$ cat src/rtl/mul3_serial_sched_if.sv
// Bundle of the scheduler's client-side and serial-unit-side signals.
//   req/req_data   : requester operands (level request, held until granted)
//   gnt            : one-hot, one-cycle grant pulse
//   rsp_*          : valid/ready response with W+2-bit product and requester id
//   ser_clr_n/ser_data/ser_out : link to the shared bit-serial x3 unit
// Modports: slave = scheduler view, master = client/environment view.
interface mul3_serial_sched_if #(
  parameter int unsigned NREQ = 2,
  parameter int unsigned W    = 8
);
  localparam int unsigned IDW = $clog2(NREQ);

  logic [NREQ-1:0]   req;
  logic [NREQ*W-1:0] req_data;
  logic [NREQ-1:0]   gnt;
  logic              rsp_valid;
  logic              rsp_ready;
  logic [W+1:0]      rsp_data;
  logic [IDW-1:0]    rsp_id;
  logic              ser_clr_n;
  logic              ser_data;
  logic              ser_out;

  modport slave (
    input  req, req_data, rsp_ready, ser_out,
    output gnt, rsp_valid, rsp_data, rsp_id, ser_clr_n, ser_data
  );

  modport master (
    output req, req_data, rsp_ready, ser_out,
    input  gnt, rsp_valid, rsp_data, rsp_id, ser_clr_n, ser_data
  );
endinterface

$ cat src/rtl/mul3_serial_sched.sv
// Round-robin scheduler sharing one bit-serial multiply-by-3 unit among NREQ
// requesters. A granted operand is sent LSB-first after a one-cycle clear of the
// serial unit; the serial product is collected and returned as a W+2-bit word.
// Ports:
//   clk     : clock, posedge
//   reset   : asynchronous, active-low
//   bus     : mul3_serial_sched_if.slave (requests, grants, response, serial link)
//   chk_err : sticky product-check error (only with MUL3_SCHED_CHECK_EN defined)
// Optional feature macro: MUL3_SCHED_CHECK_EN adds a parallel x3 comparator.
module mul3_serial_sched #(
  parameter int unsigned NREQ = 2,
  parameter int unsigned W    = 8
) (
  input logic                clk,
  input logic                reset,
  mul3_serial_sched_if.slave bus
`ifdef MUL3_SCHED_CHECK_EN
  ,
  output logic               chk_err
`endif
);
  localparam int unsigned IDW = $clog2(NREQ);
  localparam int unsigned KW  = $clog2(W + 2);

  localparam logic [2:0] S_IDLE  = 3'd0;
  localparam logic [2:0] S_CLEAR = 3'd1;
  localparam logic [2:0] S_SHIFT = 3'd2;
  localparam logic [2:0] S_DRAIN = 3'd3;
  localparam logic [2:0] S_DONE  = 3'd4;

  logic [2:0]      r_state, w_state_d;
  logic [IDW-1:0]  r_ptr, r_id, w_pick;
  logic            w_any, w_hit_hi;
  logic [W-1:0]    r_op, w_sel;
  logic [KW-1:0]   r_k, w_k_d;
  logic [W+1:0]    r_prod, w_prod_shift;
  logic            r_ser_clr_n, r_ser_data, w_ser_data_d;
  logic            w_grant;

  // Round robin: lowest requester above the pointer wins, otherwise wrap to the
  // lowest requester at or below it.
  always_comb begin
    w_any    = |bus.req;
    w_hit_hi = 1'b0;
    w_pick   = '0;
    for (int i = NREQ - 1; i >= 0; i--) begin
      if (bus.req[i] && (i > int'(r_ptr))) begin
        w_hit_hi = 1'b1;
        w_pick   = IDW'(i);
      end
    end
    if (!w_hit_hi) begin
      for (int i = NREQ - 1; i >= 0; i--) begin
        if (bus.req[i]) w_pick = IDW'(i);
      end
    end
  end

  always_comb begin
    w_sel = '0;
    for (int i = 0; i < NREQ; i++) begin
      if (w_pick == IDW'(i)) w_sel = bus.req_data[i*W +: W];
    end
  end

  assign w_grant = (r_state == S_IDLE) && w_any;

  // Reset gates the grant so gnt reads zero while reset is held.
  always_comb begin
    bus.gnt = '0;
    for (int i = 0; i < NREQ; i++) begin
      if (w_grant && reset && (w_pick == IDW'(i))) bus.gnt[i] = 1'b1;
    end
  end

  always_comb begin
    w_state_d = r_state;
    w_k_d     = r_k;
    case (r_state)
      S_IDLE:  if (w_any) w_state_d = S_CLEAR;
      S_CLEAR: begin
        w_state_d = S_SHIFT;
        w_k_d     = '0;
      end
      S_SHIFT: begin
        if (r_k == KW'(W + 1)) w_state_d = S_DRAIN;
        else                   w_k_d     = r_k + 1'b1;
      end
      S_DRAIN: w_state_d = S_DONE;
      S_DONE:  if (bus.rsp_ready) w_state_d = S_IDLE;
      default: w_state_d = S_IDLE;
    endcase
  end

  // Serial outputs are registered: compute the value for the next cycle's state/k.
  always_comb begin
    w_ser_data_d = 1'b0;
    if (w_state_d == S_SHIFT) begin
      for (int unsigned b = 0; b < W; b++) begin
        if (w_k_d == KW'(b)) w_ser_data_d = r_op[b];
      end
    end
  end

  // Product bits arrive LSB first; shifting in from the top leaves bit 0 at [0]
  // after W+2 captures (SHIFT k=1..W+1 plus DRAIN).
  assign w_prod_shift = {bus.ser_out, r_prod[W+1:1]};

  always_ff @(posedge clk or negedge reset) begin
    if (!reset) begin
      r_state     <= S_IDLE;
      r_ptr       <= IDW'(NREQ - 1);
      r_id        <= '0;
      r_op        <= '0;
      r_k         <= '0;
      r_prod      <= '0;
      r_ser_clr_n <= 1'b0;
      r_ser_data  <= 1'b0;
    end else begin
      r_state     <= w_state_d;
      r_k         <= w_k_d;
      r_ser_clr_n <= (w_state_d != S_CLEAR);
      r_ser_data  <= w_ser_data_d;
      if (w_grant) begin
        r_ptr <= w_pick;
        r_id  <= w_pick;
        r_op  <= w_sel;
      end
      if (((r_state == S_SHIFT) && (r_k != '0)) || (r_state == S_DRAIN)) begin
        r_prod <= w_prod_shift;
      end
    end
  end

  assign bus.rsp_valid = (r_state == S_DONE);
  assign bus.rsp_data  = r_prod;
  assign bus.rsp_id    = r_id;
  assign bus.ser_clr_n = r_ser_clr_n;
  assign bus.ser_data  = r_ser_data;

`ifdef MUL3_SCHED_CHECK_EN
  logic [W+1:0] w_expect;
  logic         r_chk_err;

  assign w_expect = {2'b00, r_op} + {1'b0, r_op, 1'b0};

  // Compare at the DRAIN->DONE edge, using the product including its last bit.
  always_ff @(posedge clk or negedge reset) begin
    if (!reset) begin
      r_chk_err <= 1'b0;
    end else if ((r_state == S_DRAIN) && (w_prod_shift != w_expect)) begin
      r_chk_err <= 1'b1;
    end
  end

  assign chk_err = r_chk_err;
`endif
endmodule

$ cat src/flat_wrapper.sv
// flat-port wrapper written by rule: the top's interface ports become plain ports
module mul3_serial_sched_flat 
#(
  parameter int unsigned NREQ = 2,
  parameter int unsigned W    = 8
)
  (clk, reset, bus_req, bus_req_data, bus_rsp_ready, bus_ser_out, bus_gnt, bus_rsp_valid, bus_rsp_data, bus_rsp_id, bus_ser_clr_n, bus_ser_data);
  mul3_serial_sched_if #(.NREQ(NREQ), .W(W)) bus_i ();
  input logic clk;
  input logic reset;
  input wire logic [$bits(bus_i.req)-1:0] bus_req;
  input wire logic [$bits(bus_i.req_data)-1:0] bus_req_data;
  input wire logic [$bits(bus_i.rsp_ready)-1:0] bus_rsp_ready;
  input wire logic [$bits(bus_i.ser_out)-1:0] bus_ser_out;
  output wire logic [$bits(bus_i.gnt)-1:0] bus_gnt;
  output wire logic [$bits(bus_i.rsp_valid)-1:0] bus_rsp_valid;
  output wire logic [$bits(bus_i.rsp_data)-1:0] bus_rsp_data;
  output wire logic [$bits(bus_i.rsp_id)-1:0] bus_rsp_id;
  output wire logic [$bits(bus_i.ser_clr_n)-1:0] bus_ser_clr_n;
  output wire logic [$bits(bus_i.ser_data)-1:0] bus_ser_data;
  assign bus_i.req = bus_req;
  assign bus_i.req_data = bus_req_data;
  assign bus_i.rsp_ready = bus_rsp_ready;
  assign bus_i.ser_out = bus_ser_out;
  assign bus_gnt = bus_i.gnt;
  assign bus_rsp_valid = bus_i.rsp_valid;
  assign bus_rsp_data = bus_i.rsp_data;
  assign bus_rsp_id = bus_i.rsp_id;
  assign bus_ser_clr_n = bus_i.ser_clr_n;
  assign bus_ser_data = bus_i.ser_data;
  mul3_serial_sched #(.NREQ(NREQ), .W(W)) u_core (.clk(clk), .reset(reset), .bus(bus_i));
endmodule
$ cat config.mk
export PLATFORM = sky130hd
export DESIGN_NAME = mul3_serial_sched_flat
export DESIGN_NICKNAME = d
export VERILOG_FILES = /design/src/rtl/mul3_serial_sched_if.sv /design/src/rtl/mul3_serial_sched.sv /design/src/flat_wrapper.sv
export SDC_FILE = /design/constraint.sdc
export NUM_CORES = 1
export LEC_CHECK = 0
export ABC_AREA = 1
export BUFFER_PORTS_ARGS = -buffer_cell sky130_fd_sc_hd__clkbuf_2
export CAP_MARGIN = 10
export CORE_MARGIN = 2
export CORE_UTILIZATION = 40
export CTS_CLUSTER_DIAMETER = 30
export DETAILED_ROUTE_END_ITERATION = 8
export GPL_TIMING_DRIVEN = 0
export PLACE_DENSITY = 0.59
export SLEW_MARGIN = 0
export SYNTH_ARGS = -nofsm -noshare
export SYNTH_HDL_FRONTEND = slang
export SYNTH_SLANG_ARGS = --single-unit
export TNS_END_PERCENT = 20
$ cat constraint.sdc
create_clock -name clk -period 2.04 [get_ports clk]
set_input_delay 0.51 -clock clk [delete_from_list [all_inputs] [get_ports clk]]
set_output_delay 0.51 -clock clk [all_outputs]
set_load 0.005 [all_outputs]
==> results_dict.tcl, run 1 <==
set metrics [dict create \
    status "finished clean" \
    synth.yosys.seq_area_share 0.511 \
    synth_edf_count 0 \
    drv_cap 0 \
    ys.flop_type "dfrtp_1" \
    cts_tree "yes" \
    cellInternalPower_uw 1730 \
    period_share 0.957 \
    numCtsBuffers 5 \
    arrival_ns 1.44 \
    yosys.area_share.simple 0.231 \
    syn_area_per_cell_um2 8.51 \
    initial_utilization 0.423 \
    p_leak_uw 0.000939 \
    relSlewSlack 0.730 \
    synth_top_area_share 0.493 \
    required_ns 1.53 \
    dr.pass1.iters 4 \
    crit_path_max_incr_delay_ns 0.40 \
    synthMuxAreaShare 0 \
    syn2layout_area_growth_pct 26.2 \
    finalNonFillerCells 261 \
    io_pins 38 \
    synth_seq_cells 29 \
    grt-ovfl-total 0 \
    diodes 0 \
    die_area_um2 4050 \
    synth_area_leader_cell "dfrtp_1" \
    netlist_instances 167 \
    cts_root_buf "clkbuf_4" \
    crit_type "flop to output port" \
    setup_tns_ns 0 \
    layout_min_cycle_time_ns 1.95 \
    gp_congestion 0.867 \
    vias 1201 \
    syn_nets 192 \
    start_kind "flop" \
    final_nets 239 \
    dp_cells 250 \
    tightest_slew_ns 0.405 \
    drive_above_1_share 0.330 \
    synth_xor_area_frac 0.00616 \
    hold_class "input port to asynchronous set/reset pin" \
    wl_um 2810 \
    synthTopCellsByCount "28 x dfrtp_1, 28 x nand2_1, 22 x inv_1, 19 x nor2_1, 19 x o21ai_0" \
    final_antenna_net_count 0 \
    clkSinkCount 29 \
    p_sw_frac 0.414 \
    synthesis.area_um2 1420 \
    cp-end-kind "output port" \
    yosys_warnings 0 \
    dp_hpwl_um 2080 \
    path_clk_slew_ns 0.09 \
    ys_top_cells_by_area "dfrtp_1 49%, nand2_1 7.4%, o21ai_0 6.7%" \
    clock_latency_ns 0.32 \
    hold_buffers 0 \
    drtIter0Drc 51 \
    p_seq_frac 0.351 \
    htreeDepth 2 \
    fp.dieH_um 63.6 \
    vias_per_cell 4.60 \
    switchingPower_uw 1230 \
    grt_max_degree 31 \
    startpoint "u_core.r_state[0]" \
    p_per_area_nw_per_um2 1650 \
    finalMaxSlewViolations 0 \
    row_count 21 \
    avgRoutedWirePerCell_um 10.8 \
    synth-async-reset-ratio 1.00 \
    grt_usage 0.155 \
    dpl_cell_area_um2 1660 \
    path_cells "inv_1, nand2_2, nor2_4, o21ai_4, nor3_1, clkbuf_2" \
    io_buffer_count 37 \
    max_freq_mhz 512 \
    grt_pass1_wl_um 4850 \
    drc_errors 0 \
    grt_pass1_vias 1088 \
    vdd_ir_drop_max_v 0.000662 \
    synthAdderAreaFrac 0.0264 \
    final-setup-viol-count 0 \
    fin_area_um2 1790 \
    synth_cell_types 23 \
    r2r-start "u_core.r_k[0]" \
    p_comb_frac 0.485 \
    crit_fanout 8 \
    hold_viol 0 \
    synth_compound_area_frac 0.142 \
    pwr-share-clk 0.164 \
    synth_top_family_by_area "simple AND/OR/NAND/NOR gates" \
    coreArea_um2 3360 \
    clockBufferDepth 2 \
    die_w_um 63.6 \
    critical_path.slowest_cell "dfrtp_1" \
    antenna_found_initial 0 \
    clock_skew_ns 0.00435 \
]
## final timing paths
kind                                        to  slack [ns]  cells past startpoint
setup reg to reg           u_core.bus.ser_data        0.36                     10
hold reg to reg                   u_core.r_ptr        0.47                      2
setup / recovery                    bus_gnt[0]        0.09                      6
max in group asynchronous         u_core.r_ptr        1.60                      1
hold / removal               u_core.bus.rsp_id        0.13                      1
min in group clk             u_core.r_state[2]        0.37                      2
## cell usage in the layout, fill, tap and decap left out, types with 2 or more instances in the layout
cell and count:
nand3_1 9, inv_2 6, o21ai_0 19, a21oi_1 8
buf_2 2, nand2_2 2, nor2_1 19, dfrtp_1 28
clkbuf_2 36, buf_4 3, clkbuf_4 6, nand2_4 3
inv_1 20, nand3_2 2, o22ai_1 7, nand2_1 27
nor2_2 2, ha_1 3
## worst max-delay path: cells and delay by family (launching register included)
family	cells	cell delay, ns
AOI/OAI and AO/OA	1	0.11
buffers and inverters	2	0.23
DFF	1	0.40
and+or+nand+nor	3	0.38
## per-stage QoR
stage / hold slack (ns) / setup slack, ns / power (µW) / util
after floorplan: 0.214 / 0.446 / 2040 / -
after global placement: 0.453 / -0.0382 / 2400 / 0.495
after detailed placement: 0.455 / -0.0503 / 2430 / 0.495
after CTS: 0.132 / 0.0117 / 2930 / 0.522
after global routing: 0.136 / -0.00861 / 3270 / 0.533
final: 0.131 / 0.0879 / 2960 / 0.533
## metal layers
layer / share of wire / up-vias / GRT usage
met3: 0.063 / 5 / 0.0643
met2: 0.45 / 31 / 0.224
met5: 0 / - / 0
met4: 0.018 / 0 / 0.0571
met1: 0.47 / 532 / 0.208
li1: - / 633 / -
## logic make-up after synthesis
kind of cell               after synthesis
buffers and inverters                   29
AOI/OAI and AO/OA                       37
adders and majority gates                3
xor gates and xnor gates                 1
and+or+nand+nor                         68
DFF                                     29
## power groups by stage
stage / combinational [µW] / sequential, µW / clock, µW
after global routing: 1670 / 1070 / 529
final: 1440 / 1040 / 484
after detailed placement: 1380 / 1050 / 0
after global placement: 1360 / 1040 / 0
after floorplan: 1000 / 1040 / 0
after CTS: 1390 / 1040 / 498
## sequential cells by signal, indices dropped and copies added (netlist names)
register,count
u_core.r_op,8
u_core.bus.rsp_data,10
u_core.r_state,3
u_core.r_ptr,1
u_core.bus.ser_data,1
u_core.bus.rsp_id,1
u_core.r_k,4
u_core.bus.ser_clr_n,1
## cell type report
cell class                 count  area, µm²
buffer                         3       21.3
inverter                      26       97.6
fill                         346       1570
clock buffer                   7       55.1
tap                           46       57.6
clock inverter                 1       30.0
sequential                    29        727
multi-input combinational    109        596
timing repair buffer          40        210
## repair_timing
item                       4_1_cts  5_1_grt
setup endpoints to repair        2        2
resized for setup                3        4
pin swaps                        0        1
setup buffers                    0        3
(Power assumes the default switching activity.)
==> run 2: changes to the inputs <==
==> constraint.sdc (replaced) <==
create_clock -name clk -period 2.04 [get_ports clk]
set_input_delay 0.408 -clock clk [delete_from_list [all_inputs] [get_ports clk]]
set_output_delay 0.408 -clock clk [all_outputs]
set_load 0.005 [all_outputs]
==> run 2 against run 1 <==
- design area decreased by 2.4%
- combinational power decreased by 4%
- sequential cell count unchanged
- worst hold slack got worse by 0.0011 ns
- critical endpoint unchanged
==> results_dict.tcl, run 2 (same netlist as run 1, synthesis figures left out) <==
set metrics [dict create \
    status "finished clean" \
    clkSinkCount 29 \
    p_leak_uw 0.000921 \
    setup_tns_ns 0 \
    path_clk_slew_ns 0.09 \
    fp.dieH_um 63.6 \
    final_core_util 0.521 \
    wl_um 2720 \
    post_cts_buffers 0 \
    syn2layout_area_growth_pct 23.2 \
    finalPower_uw 2900 \
    hold_class "input port to asynchronous set/reset pin" \
    die_area_um2 4050 \
    clockBufferDepth 2 \
    arrival_ns 1.50 \
    grt-ovfl-total 0 \
    diodes 0 \
    cts_tree "yes" \
    crit_fanout 8 \
    avgRoutedWirePerCell_um 10.5 \
    nFillCells 347 \
    crit_type "flop to output port" \
    vias_per_cell 4.60 \
    grt_max_degree 31 \
    initial_utilization 0.423 \
    coreArea_um2 3360 \
    dp_cells 250 \
    grt_pass1_wl_um 4850 \
    htreeDepth 2 \
    relSlewSlack 0.518 \
    start_kind "flop" \
    crit_path_max_incr_delay_ns 0.39 \
    drc_errors 0 \
    die_w_um 63.6 \
    ctsResizeCount 1 \
    clock_latency_ns 0.32 \
    hold_viol 0 \
    layout_min_cycle_time_ns 1.91 \
    vdd_ir_drop_max_v 0.000664 \
    drtIter0Drc 67 \
    clock_skew_ns 0.00331 \
    path_buf_inv 2 \
    dr.pass1.iters 4 \
    tightest_slew_ns 0.724 \
    max_freq_mhz 524 \
    hold_buffers 0 \
    path_cells "inv_1, nand2_2, nor2_2, o21ai_2, nor3_1, clkbuf_2" \
    most-common-layout-cells "37 x clkbuf_2, 28 x dfrtp_1, 27 x nand2_1, 21 x inv_1" \
    holdWs_ns 0.130 \
    cp-end-kind "output port" \
    r2r_setup_slack_ns 0.37 \
    grt_pass1_vias 1088 \
    regArea_um2 727 \
    io_buffer_count 37 \
    row_count 21 \
    drive_above_1_share 0.316 \
    final_antenna_net_count 0 \
    grt_usage 0.155 \
    cts_root_buf "clkbuf_4" \
    rsz0062_at_grt "false" \
    multiInputGateArea_um2 578 \
    layout_commonest_cell "clkbuf_2" \
    final_nets 236 \
    vias 1187 \
    drv_cap 0 \
    crit_family "flip-flops" \
    required_ns 1.63 \
    critical_path.slowest_cell "dfrtp_1" \
    final-setup-viol-count 0 \
    antenna_found_initial 0 \
    largest_reg_flops 10 \
    io_pins 38 \
    dp_hpwl_um 2080 \
    p_per_area_nw_per_um2 1660 \
    numCtsBuffers 5 \
    finalMaxSlewViolations 0 \
    period_share 0.935 \
    gp_congestion 0.867 \
    finalNonFillerCells 258 \
]
run 2: power breakdown:
part | internal [µW] | switching, µW
Combinational | 543 | 838
Clock | 293 | 191
Sequential | 868 | 169
run 2: worst paths after layout:
check	end	start	depth (start not counted)
max	bus_gnt[0]	u_core.r_state[1]	6
min	u_core.bus.rsp_id	reset	1
max reg2reg	u_core.bus.ser_data	u_core.r_k[0]	10
min reg2reg	u_core.r_ptr	u_core.r_ptr	2
max in group asynchronous	u_core.bus.rsp_data[0]	reset	1
min in group clk	u_core.r_state[2]	bus_rsp_ready	2
run 2: layout make-up:
class                      instances  share of cell area
multi-input combinational        109               0.330
tap                               46              0.0329
sequential                        29               0.415
clock buffer                       7              0.0314
inverter                          26              0.0557
buffer                             3              0.0121
timing repair buffer              37               0.106
clock inverter                     1              0.0171
run 2: layer usage:
| metal | wire, µm | global-route usage |
|---|---|---|
| met2 | 1170 | 0.224 |
| met5 | 0 | 0 |
| met3 | 188 | 0.0643 |
| met4 | 51 | 0.0571 |
| met1 | 1310 | 0.208 |
run 2: stage by stage:
step / cell area [µm²] / setup WS (ns)
6_report: 1750 / 0.133
3_5_place_dp: 1660 / 0.154
5_1_grt: 1750 / 0.00137
3_3_place_gp: 1660 / 0.166
4_1_cts: 1750 / 0.0604
2_1_floorplan: 1420 / 0.548
